File: src/rtl/hazard_sequencer.sv
// rtl/hazard_sequencer.sv - LEGv8 decode-stage RAW hazard stall and taken-branch flush sequencer
module hazard_sequencer #(
    parameter int DEPTH        = 3,
    parameter int FLUSH_CYCLES = 2,
    parameter int CNT_W        = 16
) (
    input  logic             clk,
    input  logic             reset,
    input  logic             id_valid,
    input  logic [4:0]       id_rs1,
    input  logic [4:0]       id_rs2,
    input  logic             id_uses_rs2,
    input  logic [4:0]       id_rd,
    input  logic             id_reg_write,
    input  logic             branch_taken,
    output logic             stall,
    output logic             bubble,
    output logic             flush,
    output logic [31:0]      busy_mask,
    output logic [CNT_W-1:0] stall_count,
    output logic [CNT_W-1:0] flush_count
);

    typedef enum logic [1:0] {S_RUN, S_STALL, S_FLUSH} state_t;

    state_t           state;
    logic [2:0]       flush_cnt;
    logic [DEPTH-1:0] ent_valid;
    logic [4:0]       ent_rd [DEPTH];
    logic             hazard;
    logic             in_flush;
    logic             insert;

    // WB entry is left out of the window: the register file writes before it reads
    always_comb begin
        busy_mask = '0;
        for (int i = 0; i < DEPTH - 1; i++) begin
            if (ent_valid[i]) begin
                busy_mask[ent_rd[i]] = 1'b1;
            end
        end
    end

    always_comb begin
        hazard   = id_valid &&
                   (((id_rs1 != 5'd31) && busy_mask[id_rs1]) ||
                    (id_uses_rs2 && (id_rs2 != 5'd31) && busy_mask[id_rs2]));
        in_flush = (state == S_FLUSH);
        stall    = hazard && !branch_taken && !in_flush;
        bubble   = stall || branch_taken || in_flush;
        flush    = in_flush;
        insert   = id_valid && !hazard && !branch_taken && !in_flush;
    end

    always_ff @(posedge clk or posedge reset) begin
        if (reset) begin
            ent_valid <= '0;
            for (int i = 0; i < DEPTH; i++) begin
                ent_rd[i] <= 5'd0;
            end
        end else begin
            for (int i = DEPTH - 1; i > 0; i--) begin
                ent_valid[i] <= ent_valid[i-1];
                ent_rd[i]    <= ent_rd[i-1];
            end
            // the EX-stage instruction is younger than the MEM branch and gets squashed
            if (branch_taken) begin
                ent_valid[1] <= 1'b0;
            end
            ent_valid[0] <= insert && id_reg_write && (id_rd != 5'd31);
            ent_rd[0]    <= id_rd;
        end
    end

    always_ff @(posedge clk or posedge reset) begin
        if (reset) begin
            state     <= S_RUN;
            flush_cnt <= 3'd0;
        end else if (branch_taken) begin
            state     <= S_FLUSH;
            flush_cnt <= 3'(FLUSH_CYCLES);
        end else begin
            case (state)
                S_RUN:   if (hazard) state <= S_STALL;
                S_STALL: if (!hazard) state <= S_RUN;
                S_FLUSH: begin
                    flush_cnt <= flush_cnt - 3'd1;
                    if (flush_cnt <= 3'd1) begin
                        state <= S_RUN;
                    end
                end
                default: state <= S_RUN;
            endcase
        end
    end

    always_ff @(posedge clk or posedge reset) begin
        if (reset) begin
            stall_count <= '0;
            flush_count <= '0;
        end else begin
            if (stall && (stall_count != {CNT_W{1'b1}})) begin
                stall_count <= stall_count + 1'b1;
            end
            if (branch_taken && (flush_count != {CNT_W{1'b1}})) begin
                flush_count <= flush_count + 1'b1;
            end
        end
    end

endmodule
File: config.mk
export PLATFORM = sky130hd
export DESIGN_NAME = hazard_sequencer
export DESIGN_NICKNAME = d
export VERILOG_FILES = /design/src/rtl/hazard_sequencer.sv
export SDC_FILE = /design/constraint.sdc
export NUM_CORES = 1
export LEC_CHECK = 0
export CELL_PAD_IN_SITES_DETAIL_PLACEMENT = 0
export CELL_PAD_IN_SITES_GLOBAL_PLACEMENT = 1
export CORE_MARGIN = 1.5
export CORE_UTILIZATION = 39
export CTS_CLUSTER_DIAMETER = 80
export CTS_CLUSTER_SIZE = 40
export DETAILED_ROUTE_END_ITERATION = 8
export PLACE_DENSITY_LB_ADDON = 0.25
export RECOVER_POWER = 100
export SETUP_SLACK_MARGIN = 0.15
export SLEW_MARGIN = 20
export SYNTH_ARGS = -nofsm -noshare
export SYNTH_HDL_FRONTEND = slang
export SYNTH_SLANG_ARGS = --single-unit
File: constraint.sdc
create_clock -name clk -period 6.3 [get_ports clk]
set_input_delay 1.26 -clock clk [delete_from_list [all_inputs] [get_ports clk]]
set_output_delay 1.26 -clock clk [all_outputs]
set_load 0.03 [all_outputs]
==> results.cfg, run 1 <==
[cts]
clock_sinks = 49
cts_buffers = 5
cts_tree = yes
postCtsHoldBufs = 0
post_cts_buffers = 0
cts-root-buf = clkbuf_8
clockBufferDepth = 2
ctsResizeCount = 0
clk_pin_slew_ns = 0.10
clk_latency_ns = 0.30
htree_levels = 2

[route]
dr.max_layer_used = met4
vias_per_cell = 5.72
post_drt_wl_per_cell_um = 17.0
first_iter_violations = 264
num_vias = 3017
drc = 0
wl_met2_mm = 4.15
wl_met1_mm = 4.05
antenna_left = 0
wl_mm = 8.96
wl_met3_um = 591
dr.pass1.iters = 4

[power]
pwr-share-comb_pct = 32.1
switching_share_pct = 37.9
peakVddDrop_mv = 0.160
intPower_uw = 556
p_sw_uw = 340
seqPwrFrac_pct = 45.9
p_leak_uw = 0.00190
p_clk_share_pct = 22.0
power_density_nw_per_um2 = 212

[worst_setup_path]
rr_worst_depth = 10
crit_required_ns = 5.04
crit_start = id_rs1[1]
ff2ff_setup_slack_ns = 2.60
end_kind = primary output
crit_path_cell_trace = dlygate4sd3_1 > nor2_1 > a32oi_1 > nand3_1 > o311a_1 > a211o_1 > a41oi_1 > nor2_1 > dlygate4sd3_1
worst-path-max-fanout = 16
critPathLaunchType = input port
endpoint = stall
cp.arrival_ns = 4.43
timing.rr.start = ent_rd[10]$_DFF_PP0_
r2r_end = stall_count[1]$_DFFE_PP0P_
cp_slowest_cell = dlygate4sd3_1
slowest_delay_ns = 0.96
setup.worst_path.class = in -> out

[worst_hold_path]
hold_class = reg -> reg
hold_path_depth = 1

[logic_synthesis]
yosysTopAreaCell = dfrtp_1
ys_ff_latch = 49
synth_most_common_cell = dfrtp_1
avgSynthCellArea_sq_um = 9.44
synthTopCellsByCount = dfrtp_1, o22ai_1, nand2_1, nor2_1, xor2_1
synthArstFlopShare_pct = 100
synth_edf_count = 0
yosysUniqueCellTypes = 54
synth-main-ff-cell = dfrtp_1
synthCells = 343
seq_area_frac_synth_pct = 37.9
synthTopCellsByArea = dfrtp_1, xor2_1, o22ai_1
syn_area_sq_um = 3240
synth_nets = 368
yosysTopAreaCellShare_pct = 37.9
ys_warn_count = 0

[sta]
worst_slack_ns = 0.611
fin_worst_skew_ns = 0.0117
hold_ws_ns = 0.433
fmax_mhz = 176
hold_viol = 0
setup_tns_ns = 0
period_needed_ns = 5.69
fin_crit_sh_pct = 90.3
rsz0062_at_grt = false
setup_violations = 0
slew_violations = 50
max_slew.worst_pin.slew_ns = 2.11
relSlewSlack_pct = -41.2

[finish]
nets = 446
num_antenna_cells = 0
fin_cells = 527
drive_gt1_share_pct = 4.74
area_growth_syn_to_layout_pct = 30.6

[die]
die_h_um = 94.1
ios = 88
chipWidth_um = 94.1
initial_core_util_pct = 39.8
core-area_sq_um = 8130
fp-row-count = 33
dieArea_sq_um = 8850

[grt]
globalRouteTotalUtil_pct = 20.5
grt_pass1_vias = 2732
grt_overflow_total = 0
grt_max_degree = 50
antenna_found_initial = 0
grt_pass1_wl_mm = 14.2

[run]
drv_cap = 1

[place]
place.gp.congestion = 0.970
port_buffers = 87
dp_cells = 519
post-place-ws_ns = 0.861
hpwl_mm = 6.85

[run_status]
failed_checks = capacitance limit, slew limit
outcome = finished, violations left
-- flip-flops by register name (all words and copies together), names as in the netlist --
register     count
flush_count     16
ent_rd          10
flush_cnt        3
ent_valid        2
stall_count     16
state            2
-- metrics by stage --
step | area (sq um) | total power [uW] | utilization, %
detailed placement | 4160 | 721 | 51.2
CTS | 4270 | 923 | 52.4
floorplan | 3240 | 606 | -
finish | 4230 | 896 | 52.0
global route | 4230 | 953 | 52.0
global placement | 4160 | 718 | 51.2
-- routing by layer --
layer | up-vias | global-route usage, %
li1 | 1435 | -
met1 | 1437 | 29.0
met2 | 129 | 31.8
met3 | 16 | 3.32
met4 | 0 | 7.09
met5 | - | 0
-- power by group through the flow --
stage / sequential [uW] / combinational [uW] / clock [uW]
global placement: 416 / 303 / 0
detailed placement: 418 / 303 / 0
CTS: 413 / 304 / 206
global route: 422 / 315 / 217
finish: 411 / 287 / 197
floorplan: 460 / 146 / 0
-- cell families after synthesis --
| kind of cell | share of synthesized area, % |
|---|---|
| and+or+nand+nor | 26.1 |
| buffers and inverters | 4.21 |
| AOI/OAI and AO/OA | 14.1 |
| adders and majority gates | 1.55 |
| muxes | 7.27 |
| xor gates and xnor gates | 8.93 |
| DFF | 37.9 |
-- placed cells by master, fill, tap and decap left out, drive strengths merged, types with 2 or more instances in the layout --
master and n:
or4b 2, nor4b 4, nand4bb 6, mux4 3, mux2 6, clkbuf 6
nand2 26, o22a 2, nor4 7, mux2i 10, and4 3, inv 13
nand4b 7, a22oi 2, clkdlybuf4s50 13, xor2 23, clkinv 3, o22ai 32
dlygate4sd3 74, nand3 13, nand2b 12, nor3 12, nand3b 2, nor2b 3
o21ai 6, xnor2 10, or2 2, nand4 14, nor2 26, ha 4
a21oi 5, dfrtp 49, a31oi 2, and3 3, o311a 2, a211o 3
-- worst max-delay path: cells and delay by family --
kind,cells,cell delay (ns)
AND/OR/NAND/NOR,3,0.33
buffers and inverters,2,1.66
AO/OA/AOI/OAI,4,1.16
-- worst min path at each step --
stage,startpoint,to
floorplan,state[1]$_DFFE_PP0P_,state[0]$_DFFE_PP0P_
global placement,state[1]$_DFFE_PP0P_,state[0]$_DFFE_PP0P_
detailed placement,state[1]$_DFFE_PP0P_,state[0]$_DFFE_PP0P_
CTS,state[1]$_DFFE_PP0P_,state[0]$_DFFE_PP0P_
global route,state[1]$_DFFE_PP0P_,state[0]$_DFFE_PP0P_
finish,state[1]$_DFFE_PP0P_,state[0]$_DFFE_PP0P_
-- area by class of cell --
| cell class | instances | area [sq um] |
|---|---|---|
| tap | 105 | 131 |
| fill | 753 | 3910 |
| clock buffer | 5 | 68.8 |
| inverter | 14 | 53.8 |
| clock inverter | 3 | 33.8 |
| sequential | 49 | 1230 |
| multi-input combinational | 263 | 1840 |
| timing repair buffer | 88 | 875 |
(Power assumes the default switching activity.)
==> run 2: changes to the inputs <==
Settings changed: CTS_CLUSTER_SIZE 40 to 28.
==> results of run 2 <==
The final DEF is identical to that of run 1; final timing and power are the same.
